**config.mk**
```make
export PLATFORM = sky130hd
export DESIGN_NAME = bus_arbiter
export DESIGN_NICKNAME = d
export VERILOG_FILES = /design/src/rtl/bus_arbiter.sv
export SDC_FILE = /design/constraint.sdc
export NUM_CORES = 1
export LEC_CHECK = 0
export ABC_AREA = 1
export CAP_MARGIN = 20
export CORE_MARGIN = 8
export CORE_UTILIZATION = 29
export DETAILED_ROUTE_END_ITERATION = 16
export PLACE_DENSITY_LB_ADDON = 0.25
export SLEW_MARGIN = 5
export SYNTH_ARGS = -nofsm -noshare
export SYNTH_HDL_FRONTEND = slang
export SYNTH_SLANG_ARGS = --single-unit
```
**constraint.sdc**
```tcl
create_clock -name clk -period 1.5 [get_ports clk]
set_input_delay 0.3 -clock clk [delete_from_list [all_inputs] [get_ports clk]]
set_output_delay 0.3 -clock clk [all_outputs]
set_load 0.01 [all_outputs]
```
**src/rtl/bus_arbiter.sv**
```systemverilog
// bus_arbiter: shares one memory bus between IFU reads and LSU reads/writes.
// Handles one outstanding transaction at a time and routes each response
// back to its owner as a one-cycle pulse.
// Ports:
//   clk, rst            clock, synchronous active-high reset
//   ifu_ar*/ifu_r*      IFU read request / response
//   lsu_ar*/lsu_r*      LSU read request / response
//   lsu_aw*/lsu_w*/lsu_bvalid  LSU write request / response
//   mem_*               downstream bus master port
//   owner               current grant (00 none, 01 IFU, 10 LSU)
// Build option: define ARB_RR_EN for round-robin IFU/LSU arbitration;
// fixed LSU priority otherwise.
module bus_arbiter #(
  parameter int ADDR_W = 32,
  parameter int DATA_W = 32
) (
  input  logic                  clk,
  input  logic                  rst,
  input  logic [ADDR_W-1:0]     ifu_araddr,
  input  logic                  ifu_arvalid,
  output logic [DATA_W-1:0]     ifu_rdata,
  output logic                  ifu_rvalid,
  input  logic [ADDR_W-1:0]     lsu_araddr,
  input  logic                  lsu_arvalid,
  output logic [DATA_W-1:0]     lsu_rdata,
  output logic                  lsu_rvalid,
  input  logic [ADDR_W-1:0]     lsu_awaddr,
  input  logic                  lsu_awvalid,
  input  logic [DATA_W-1:0]     lsu_wdata,
  input  logic [DATA_W/8-1:0]   lsu_wstrb,
  output logic                  lsu_bvalid,
  output logic [ADDR_W-1:0]     mem_araddr,
  output logic                  mem_arvalid,
  input  logic                  mem_arready,
  input  logic [DATA_W-1:0]     mem_rdata,
  input  logic                  mem_rvalid,
  output logic [ADDR_W-1:0]     mem_awaddr,
  output logic                  mem_awvalid,
  output logic [DATA_W-1:0]     mem_wdata,
  output logic [DATA_W/8-1:0]   mem_wstrb,
  input  logic                  mem_awready,
  input  logic                  mem_bvalid,
  output logic [1:0]            owner
);

  localparam int STRB_W = DATA_W / 8;

  localparam logic [1:0] OWN_NONE = 2'b00;
  localparam logic [1:0] OWN_IFU  = 2'b01;
  localparam logic [1:0] OWN_LSU  = 2'b10;

  typedef enum logic [2:0] {
    S_IDLE,
    S_RADDR,
    S_RDATA,
    S_WADDR,
    S_WRESP
  } state_t;

  state_t              r_state;
  logic [1:0]          r_owner;
  logic [ADDR_W-1:0]   r_addr;
  logic [DATA_W-1:0]   r_wdata;
  logic [STRB_W-1:0]   r_wstrb;
  logic                r_arvalid;
  logic                r_awvalid;

  logic                w_lsu_req;
  logic                w_grant_lsu;
  logic                w_grant_ifu;
  logic                w_rd_fire;
  logic                w_wr_fire;

  assign w_lsu_req = lsu_awvalid | lsu_arvalid;

`ifdef ARB_RR_EN
  // Set when the LSU was granted last; reset value means IFU-last.
  logic r_last_lsu;

  // On contention the requester not served last wins.
  assign w_grant_lsu = w_lsu_req &&
                       (!ifu_arvalid || !r_last_lsu);
`else
  assign w_grant_lsu = w_lsu_req;
`endif

  assign w_grant_ifu = ifu_arvalid && !w_grant_lsu;

  // A read completes in RDATA, or in RADDR when data comes
  // back in the same cycle as the address is accepted.
  assign w_rd_fire = !rst && mem_rvalid &&
                     ((r_state == S_RDATA) ||
                      ((r_state == S_RADDR) && mem_arready));

  assign w_wr_fire = !rst && mem_bvalid &&
                     ((r_state == S_WRESP) ||
                      ((r_state == S_WADDR) && mem_awready));

  assign ifu_rvalid = w_rd_fire && (r_owner == OWN_IFU);
  assign lsu_rvalid = w_rd_fire && (r_owner == OWN_LSU);
  assign lsu_bvalid = w_wr_fire;

  assign ifu_rdata = ifu_rvalid ? mem_rdata : '0;
  assign lsu_rdata = lsu_rvalid ? mem_rdata : '0;

  assign mem_araddr  = r_addr;
  assign mem_awaddr  = r_addr;
  assign mem_wdata   = r_wdata;
  assign mem_wstrb   = r_wstrb;
  assign mem_arvalid = r_arvalid;
  assign mem_awvalid = r_awvalid;
  assign owner       = r_owner;

  always_ff @(posedge clk) begin
    if (rst) begin
      r_state   <= S_IDLE;
      r_owner   <= OWN_NONE;
      r_addr    <= '0;
      r_wdata   <= '0;
      r_wstrb   <= '0;
      r_arvalid <= 1'b0;
      r_awvalid <= 1'b0;
`ifdef ARB_RR_EN
      r_last_lsu <= 1'b0;
`endif
    end else begin
      case (r_state)
        S_IDLE: begin
          if (w_grant_lsu) begin
            r_owner <= OWN_LSU;
`ifdef ARB_RR_EN
            r_last_lsu <= 1'b1;
`endif
            // Writes go ahead of reads within the LSU.
            if (lsu_awvalid) begin
              r_addr    <= lsu_awaddr;
              r_wdata   <= lsu_wdata;
              r_wstrb   <= lsu_wstrb;
              r_awvalid <= 1'b1;
              r_state   <= S_WADDR;
            end else begin
              r_addr    <= lsu_araddr;
              r_arvalid <= 1'b1;
              r_state   <= S_RADDR;
            end
          end else if (w_grant_ifu) begin
            r_owner   <= OWN_IFU;
            r_addr    <= ifu_araddr;
            r_arvalid <= 1'b1;
            r_state   <= S_RADDR;
`ifdef ARB_RR_EN
            r_last_lsu <= 1'b0;
`endif
          end
        end
        S_RADDR: begin
          if (mem_arready) begin
            r_arvalid <= 1'b0;
            if (mem_rvalid) begin
              r_owner <= OWN_NONE;
              r_state <= S_IDLE;
            end else begin
              r_state <= S_RDATA;
            end
          end
        end
        S_RDATA: begin
          if (mem_rvalid) begin
            r_owner <= OWN_NONE;
            r_state <= S_IDLE;
          end
        end
        S_WADDR: begin
          if (mem_awready) begin
            r_awvalid <= 1'b0;
            if (mem_bvalid) begin
              r_owner <= OWN_NONE;
              r_state <= S_IDLE;
            end else begin
              r_state <= S_WRESP;
            end
          end
        end
        S_WRESP: begin
          if (mem_bvalid) begin
            r_owner <= OWN_NONE;
            r_state <= S_IDLE;
          end
        end
        default: begin
          r_owner   <= OWN_NONE;
          r_arvalid <= 1'b0;
          r_awvalid <= 1'b0;
          r_state   <= S_IDLE;
        end
      endcase
    end
  end

endmodule

```
=== Word level (Yosys, flattened, before mapping) ===
Index checks and enable logic that the tools add are counted.

* Register bits after elaboration: 75
* Input port bits: 173

* Equal/unequal tests: 14
* Mux-type cells: 31
* Bitwise gates (word level): 3
* Reductions and logical operators: 23

{| class="wikitable"
|+ Operators by type and width
! operator !! count
|-
| two-way mux 32 bit || 5
|-
| two-way mux 3 bit || 7
|-
| two-way mux 2 bit || 8
|-
| one-hot mux 3 bit (5 select lines) || 1
|-
| inequality test 2 bit, second input constant || 6
|-
| one-hot mux 2 bit (5 select lines) || 1
|-
| logical AND 1 bit || 9
|-
| AND reduction 4 bit || 2
|-
| two-way mux 1 bit || 7
|-
| equality test 3 x 2 -> 1 bit, second input constant || 2
|-
| inequality test 3 bit, second input constant || 2
|-
| one-hot mux 1 bit (3 select lines) || 2
|-
| AND reduction 3 bit || 2
|-
| OR reduction 3 bit || 2
|-
| AND reduction 5 bit || 1
|-
| equality test 3 x 1 -> 1 bit, second input constant || 1
|-
| equality test 3 bit, second input constant || 1
|-
| logical NOT 3 bit || 1
|-
| equality test 2 x 1 -> 1 bit, second input constant || 1
|-
| equality test 2 bit, second input constant || 1
|-
| logical NOT 1 bit || 2
|-
| logical OR 1 bit || 2
|-
| NOT 1 bit || 2
|-
| AND reduction 2 bit || 1
|-
| 2 further kinds || 2
|}

=== Logic depth before layout (Yosys ltp) ===
Gate-level depths: netlist of the first run.

* Word-level depth: 6
* Mapped depth: 10

=== Worst setup path before layout of the first run ===
OpenSTA, ideal clock, no wires.

* Path type: reg2out
* From: reg r_state[1]
* To: out ifu_rdata[22]
* Data arrival time: 1.261 ns
* Required time: 1.200 ns
* Slack: -0.061 ns
* Cell stages (with the launch flop): 9
* Path through: dfxtp_1 > inv_1 > nand3_2 > o21ai_1 > nand3_1 > nor2_1 > nand2_2 > buf_6 > nor2_1

* Cells in the longest elaborated chain, start to end: 6
* Elaborated cells between the ends (all ways): 7
* Those cells by class: eq/ne (2); mux (1); reduce/logical (4)

{| class="wikitable"
|+ Ends and longest elaborated chain
! item !! RTL line !! text
|-
| start: declaration || 60 || <nowiki>state_t r_state;</nowiki>
|-
| start signal: assignment || 116 || <nowiki>r_state <= S_IDLE;</nowiki>
|-
| start signal: assignment || 140 || <nowiki>r_state <= S_WADDR;</nowiki>
|-
| start signal: assignment || 144 || <nowiki>r_state <= S_RADDR;</nowiki>
|-
| equality test 3 x 1 -> 1 bit || 93 || <nowiki>((r_state == S_RADDR) && mem_arready));</nowiki>
|-
| logical AND 1 bit || 93 ||
|-
| logical OR 1 bit * || 92 || <nowiki>((r_state == S_RDATA) ||</nowiki>
|-
| logical AND 1 bit * || 91 || <nowiki>assign w_rd_fire = !rst && mem_rvalid &&</nowiki>
|-
| logical AND 1 bit * || 99 || <nowiki>assign ifu_rvalid = w_rd_fire && (r_owner == OWN_IFU);</nowiki>
|-
| two-way mux 32 bit * || 103 || <nowiki>assign ifu_rdata = ifu_rvalid ? mem_rdata : '0;</nowiki>
|-
| end: declaration || 21 || <nowiki>output logic [DATA_W-1:0] ifu_rdata,</nowiki>
|}

Every way passes the cells marked *; elsewhere a longest branch is shown, timed or not.

=== Worst setup path in the final report of the first run ===
* From: reg r_state[2]
* To: out lsu_rdata[29]

* Cells in the longest elaborated chain, start to end: 6
* Elaborated cells between the ends (all ways): 7
* Those cells by class: eq/ne (2); mux (1); reduce/logical (4)

{| class="wikitable"
|+ Ends and longest elaborated chain
! item !! RTL line !! text
|-
| equality test 3 x 1 -> 1 bit || 93 ||
|-
| logical AND 1 bit || 93 ||
|-
| logical OR 1 bit * || 92 ||
|-
| logical AND 1 bit * || 91 ||
|-
| logical AND 1 bit * || 100 || <nowiki>assign lsu_rvalid = w_rd_fire && (r_owner == OWN_LSU);</nowiki>
|-
| two-way mux 32 bit * || 104 || <nowiki>assign lsu_rdata = lsu_rvalid ? mem_rdata : '0;</nowiki>
|-
| end: declaration || 25 || <nowiki>output logic [DATA_W-1:0] lsu_rdata,</nowiki>
|}

Marked as above.

==> impl_metrics.csv, run 1 <==
group,metric,value,unit
clocking,h-tree-depth,3,
die,row_count,43,
critical_path,max_stage_delay,0.34,ns
power,clock_power_share,16.5,%
placement,place_area,0.00779,mm^2
synthesis,seq_area_frac_synth,37.4,%
die,ioPinCount,344,
synthesis,yosysUniqueCellTypes,27,
cells_and_area,nets,1108,
cells_and_area,drive_gt1_share,32.9,%
drt,totalWireLength,19900,um
drt,wire_per_inst,17.7,um
global_routing,grt_max_degree,74,
power,swShare,37.9,%
critical_path,cp-end-kind,"output pin",
cells_and_area,design_area,0.00879,mm^2
placement,io_buffers,343,
die,fp.coreArea,0.0137,mm^2
drt,drtPass1Iterations,4,
cells_and_area,area_growth_syn_to_layout,119,%
power,p_switching,0.00482,W
global_routing,overflow,0,
sta,rsz0062_at_grt,"true",
sta,timing.final.ws_setup,-0.613,ns
drt,remaining_drc_errors,0,
critical_path,worst_path_dominant_cell_family,"buffers and inverters",
power,p_comb_share,58.1,%
run_status,violations,"setup timing",
global_routing,antenna_found_initial,0,
synthesis,yosys.area.top_type_share,37.4,%
power,intPower,0.00788,W
cells_and_area,stdcell_count,1120,
placement,gp_congestion,0.780,
die,start_util,29.3,%
sta,final.min_clock_period,2.11,ns
synthesis,syn_area_per_cell,7.04,um^2
critical_path,critPathSlowestCell,"dfxtp_2",
critical_path,cp.required,1.20,ns
flow_run,cap_violations,0,
sta,slew_headroom,61.2,%
sta,final_hold_viol_count,0,
drt,drtIter0Drc,145,
clocking,clockBufferDepth,2,
die,dieArea,0.0179,mm^2
critical_path,crit_path_cell_trace,"inv_4 > nand3_4 > o21ai_2 > nand3_2 > nor2_2 > nand2_2 > buf_12 > buf_12 > buf_12 > nor2_2 > buf_2",
power,p_leak,4.16,nW
critical_path,path_buf_inv,5,
run_status,outcome,"complete, but fails checks",
synthesis,yosys_register_bits,75,
synthesis,synthCells,571,
sta,finalCritPeriodShare,141,%
sta,setup_tns,-48.09,ns
die,die_h,134,um
sta,fmax,473,MHz
clocking,path_clk_slew,0.06,ns
critical_path,criticalPathCategory,"flip-flop to output pin",
clocking,numCtsBuffers,9,
power,peakVddDrop,0.829,mV
sta,final-max-slew-violation-count,0,
synthesis,synth_area_leaders,"dfxtp_1 37%, nor2_1 14%, o21ai_1 6.8%",
critical_path,path_common_cell,"buf_12",
clocking,clk_latency,0.34,ns
sta,worstMarginPinSlew,0.582,ns
hold_path,holdCritPathClass,"flip-flop to flip-flop",
clocking,cts.sinks,75,
synthesis,syn_area,0.00402,mm^2
drt,drt.antenna.violating_nets,0,
critical_path,arrival,1.81,ns
sta,fin_skew,0.00837,ns
synthesis,yosysWarnings,0,
critical_path,critPathLaunchType,"flip-flop",
clocking,root_buffer,"clkbuf_16",
sta,setup_viol,141,
drt,via_per_inst,4.74,
synthesis,synth_fp_nets,744,
cells_and_area,n_antenna_cell,0,
drt,num_vias,5307,
global_routing,grt_pass1_wl,29100,um
power,seq_power_share,25.5,%
placement,dp.cells,1067,
global_routing,grt_usage,20.3,%
clocking,cts_tree,"built",
synthesis,synth_area_leader_cell,"dfxtp_1",
power,power.density,1450,mW/mm^2
critical_path,worstPathMaxFanout,4,
die,die_x,134,um
placement,dp_hpwl,14000,um
global_routing,grt_pass1_vias,5369,
## power by group through the flow
stage | Combinational [W] | Clock [W] | Sequential, W
2_1_floorplan | 0.00267 | 0 | 0.00348
3_3_place_gp | 0.00587 | 0 | 0.00321
3_5_place_dp | 0.00589 | 0 | 0.00322
4_1_cts | 0.00668 | 0.00213 | 0.00317
5_1_grt | 0.00791 | 0.00221 | 0.00333
6_report | 0.00738 | 0.00209 | 0.00323
## per-layer routing
| layer | global-route usage, % | vias up | part of all wire (%) |
|---|---|---|---|
| met5 | 0 | - | 0 |
| met2 | 36.0 | 243 | 52 |
| met3 | 6.89 | 34 | 7.9 |
| met4 | 8.42 | 0 | 2.6 |
| met1 | 21.5 | 2426 | 37 |
| li1 | - | 2604 | - |
## final timing paths
kind                    start              to  slack, ns  cells after the start
setup / recovery   r_state[2]   lsu_rdata[29]      -0.61                     11
hold / removal    mem_awvalid     mem_awvalid       0.49                      2
setup reg to reg   r_state[0]  mem_araddr[18]      -0.22                     10
hold reg to reg   mem_awvalid     mem_awvalid       0.49                      2
## cell usage after synthesis
library cell  count
nor2_1          153
dfxtp_1          75
o21ai_1          55
inv_1            44
nand3_1          40
buf_4            33
a31oi_1          29
a22oi_1          28
nand2_1          28
clkbuf_1         19
buf_6            13
o21ai_0          12
buf_2             7
nand4_1           7
a21oi_1           5
inv_2             4
nor2_2            4
o211a_1           4
inv_4             2
nand2_2           2
a211oi_1          1
buf_1             1
nand2_4           1
nand3_2           1
nor2_4            1
nor2_8            1
o31ai_1           1
## per-stage QoR
stage | util [%] | total power (W) | hold WS (ns) | setup WS [ns]
after floorplan | - | 0.00615 | 0.362 | -0.0109
after global placement | 56.8 | 0.00909 | 0.470 | -0.911
after detailed placement | 56.8 | 0.00911 | 0.470 | -0.928
after CTS | 60.2 | 0.0120 | 0.476 | -0.605
after global routing | 64.0 | 0.0134 | 0.511 | -0.694
final | 64.0 | 0.0127 | 0.493 | -0.613
## layout make-up
type	instances	area, um^2
timing repair buffer	426	4220
multi-input combinational	373	2340
fill	1221	4930
clock buffer	10	239
sequential	75	1510
clock inverter	6	46.3
inverter	50	203
tap	180	225
## state kept, by name, indices dropped and copies added, names as in the netlist
signal	count
mem_araddr	32
mem_arvalid	1
owner	2
r_state	3
mem_awvalid	1
mem_wdata	32
mem_wstrb	4
## tightest hold or removal path, delay by kind of cell, from the launching register on
| kind | cells | cell delay (ns) |
|---|---|---|
| and+or+nand+nor | 1 | 0.09 |
| DFF | 1 | 0.33 |
| AOI/OAI and AO/OA | 1 | 0.04 |
## cells in the final DEF, fill, tap and decap left out, drive strengths merged
| cell | n |
|---|---|
| a211oi | 1 |
| a21oi | 5 |
| a22oi | 28 |
| a31oi | 29 |
| buf | 146 |
| clkbuf | 14 |
| clkdlybuf4s50 | 170 |
| clkinv | 1 |
| clkinvlp | 2 |
| dfxtp | 75 |
| dlygate4sd2 | 106 |
| inv | 53 |
| nand2 | 31 |
| nand3 | 41 |
| nand4 | 7 |
| nor2 | 159 |
| o211a | 4 |
| o21ai | 67 |
| o31ai | 1 |
## timing repair
item | 4_1_cts | 5_1_grt
resized for setup | 426 | 115
endpoints found under the hold margin | 0 | 0
pin swaps | 13 | 43
buffers inserted | 11 | 16
cloned | 13 | 3
endpoints found under the setup margin | 183 | 141
hold buffers | 0 | 0
## cells by family after synthesis
family / Yosys count / synth area share [%]
AND/OR/NAND/NOR: 238 / 25.2
AO/OA/AOI/OAI: 135 / 20.1
buffers and inverters: 123 / 17.3
flip-flops: 75 / 37.4
(Power assumes the default switching activity.)
==> run 2, diff against run 1 <==
--- a/config.mk
+++ b/config.mk
@@ -6,10 +6,10 @@
 export NUM_CORES = 1
 export LEC_CHECK = 0
 export ABC_AREA = 1
-export CAP_MARGIN = 20
 export CORE_MARGIN = 8
 export CORE_UTILIZATION = 29
 export DETAILED_ROUTE_END_ITERATION = 16
+export HOLD_SLACK_MARGIN = 0.05
 export PLACE_DENSITY_LB_ADDON = 0.25
 export SLEW_MARGIN = 5
 export SYNTH_ARGS = -nofsm -noshare
==> results of run 2 <==
Same layout as run 1: the final DEF is identical, and so are final timing and power.
==> run 3, diff against run 2 <==
--- a/config.mk
+++ b/config.mk
@@ -11,6 +11,7 @@
 export DETAILED_ROUTE_END_ITERATION = 16
 export HOLD_SLACK_MARGIN = 0.05
 export PLACE_DENSITY_LB_ADDON = 0.25
+export SETUP_SLACK_MARGIN = 0.4
 export SLEW_MARGIN = 5
 export SYNTH_ARGS = -nofsm -noshare
 export SYNTH_HDL_FRONTEND = slang
==> run 3 against run 2 <==
The run still ends with setup timing left. Global-route usage increased by 0.84 points. Hold slack worse by 0.0021 ns. Sequential power is 14% higher. Core utilization is 9.2 points higher. Largest power group unchanged. Combinational power is 25% higher. Wire length increased by 13%. Register-to-register slack got worse by 0.03 ns. Largest cell class unchanged.
==> impl_metrics.csv, run 3 (synthesis results as in run 1) <==
group,metric,value,unit
run_status,outcome,"complete, but fails checks",
run_status,violations,"setup timing",
critical_path,worstPathMaxFanout,8,
cells_and_area,stdcell_count,1157,
drt,drtPass1Iterations,4,
clocking,path_clk_slew,0.06,ns
hold_path,holdCritPathClass,"flip-flop to flip-flop",
global_routing,grt_pass1_vias,5580,
critical_path,crit_path_cell_trace,"inv_4 > nand3_2 > o21ai_1 > nand3_1 > nor2_2 > nand2_4 > buf_12 > buf_12 > nor2_2 > buf_2",
placement,dp.cells,1067,
drt,wire_per_inst,19.4,um
sta,timing.final.ws_setup,-0.645,ns
cells_and_area,design_area,0.0101,mm^2
cells_and_area,fillerInstances,952,
drt,remaining_drc_errors,0,
clocking,clk_latency,0.34,ns
clocking,clockBufferDepth,2,
die,die_h,134,um
cells_and_area,layout_commonest_cell,"buf_6",
sta,rsz0062_at_grt,"true",
sta,final_hold_viol_count,0,
sta,hold_slack,0.491,ns
placement,io_buffers,343,
drt,totalWireLength,22500,um
die,row_count,43,
sta,final-max-slew-violation-count,0,
critical_path,criticalPathCategory,"flip-flop to output pin",
critical_path,max_stage_delay,0.36,ns
clocking,numCtsBuffers,9,
power,p_leak,4.35,nW
cells_and_area,drive_gt1_share,55.8,%
drt,via_per_inst,4.88,
sta,final.min_clock_period,2.15,ns
global_routing,antenna_found_initial,1,
global_routing,grt_pass1_wl,30200,um
placement,dp_hpwl,14600,um
sta,slew_headroom,51.7,%
sta,fmax,466,MHz
power,power.density,1500,mW/mm^2
cells_and_area,nets,1145,
die,die_x,134,um
clocking,cts.sinks,75,
placement,gp_congestion,0.805,
cells_and_area,layout_common_cells,"195 x buf_6, 169 x clkdlybuf4s50_1, 68 x nor2_1",
die,dieArea,0.0179,mm^2
critical_path,critPathSlowestCell,"dfxtp_4",
drt,drtIter0Drc,289,
clocking,root_buffer,"clkbuf_16",
flow_run,cap_violations,0,
drt,num_vias,5646,
placement,place_area,0.00784,mm^2
global_routing,overflow,0,
critical_path,cp.required,1.20,ns
sta,worstMarginPinSlew,0.724,ns
critical_path,critPathLaunchType,"flip-flop",
sta,setup_viol,142,
global_routing,grt_usage,21.2,%
die,fp.coreArea,0.0137,mm^2
power,p_total,0.0151,W
cells_and_area,finalCoreUtilization,73.3,%
cells_and_area,area_growth_syn_to_layout,150,%
sta,finalCritPeriodShare,143,%
critical_path,cp-end-kind,"output pin",
die,ioPinCount,344,
sta,fin_skew,0.0123,ns
clocking,h-tree-depth,3,
critical_path,arrival,1.85,ns
cells_and_area,n_antenna_cell,0,
power,peakVddDrop,1.07,mV
drt,drt.antenna.violating_nets,0,
global_routing,grt_max_degree,74,
die,start_util,29.3,%
clocking,cts_tree,"built",
[run 3: cell count changes in the layout (fill, tap and decap cells not counted), sizes merged, moves of 2 or more]
cell,delta
buf,+140
dlygate4sd2,-103
clkinv,+4
clkinvlp,-2
[run 3: area by class of cell]
cell class	count	area (um^2)	area share, %
clock buffers	9	225	2.24
clock inverters	7	67.6	0.672
inverters	50	220	2.19
multi-input cells	374	2650	26.4
flip-flops and latches	75	1650	16.4
well taps	180	225	2.24
repair buffers	462	5010	49.9
[run 3: metal layers]
layer  GRT usage, %  share of wire (%)
met5              0              0.053
met4           5.05                2.2
met3           7.87                7.1
met2           40.0                 54
met1           21.3                 36
[run 3: per-stage QoR]
stage	setup TNS, ns	setup WS [ns]
after detailed placement	-80.14	-0.947
final	-51.71	-0.645
after CTS	-39.24	-0.664
after floorplan	-0.409	-0.00914
after global routing	-62.85	-0.752
after global placement	-78.59	-0.914
[run 3: timing repair]
| action | in CTS | in global routing |
|---|---|---|
| setup buffers | 26 | 32 |
| hold endpoints to repair | 0 | 0 |
| resized for setup | 882 | 285 |
| endpoints found under the setup margin | 246 | 244 |
| hold buffers | 0 | 0 |
| pin swaps | 10 | 46 |
| gates cloned | 12 | 4 |
[run 3: worst paths after layout]
| path | from | end | slack (ns) | cells past startpoint |
|---|---|---|---|---|
| worst min register to register | mem_arvalid | mem_arvalid | 0.49 | 2 |
| worst max register to register | r_state[1] | mem_araddr[23] | -0.25 | 9 |
| worst min-delay path | mem_arvalid | mem_arvalid | 0.49 | 2 |
| worst max-delay path | r_state[1] | ifu_rdata[20] | -0.65 | 10 |
[run 3: worst max-delay path, delay by kind of cell (launching register included)]
kind                   cells  cell delay [ns]
AO/OA/AOI/OAI              1             0.13
buffers and inverters      4             0.50
flip-flops                 1             0.36
AND/OR/NAND/NOR            5             0.52
[run 3: report_power, final]
group	internal [W]	leakage, nW	switching, W	total (W)
combinational	0.00536	3.55	0.00385	0.00921
clock	0.00117	0.145	0.000988	0.00215
sequential	0.00295	0.653	0.000741	0.00369
total	0.00947	4.35	0.00558	0.0151
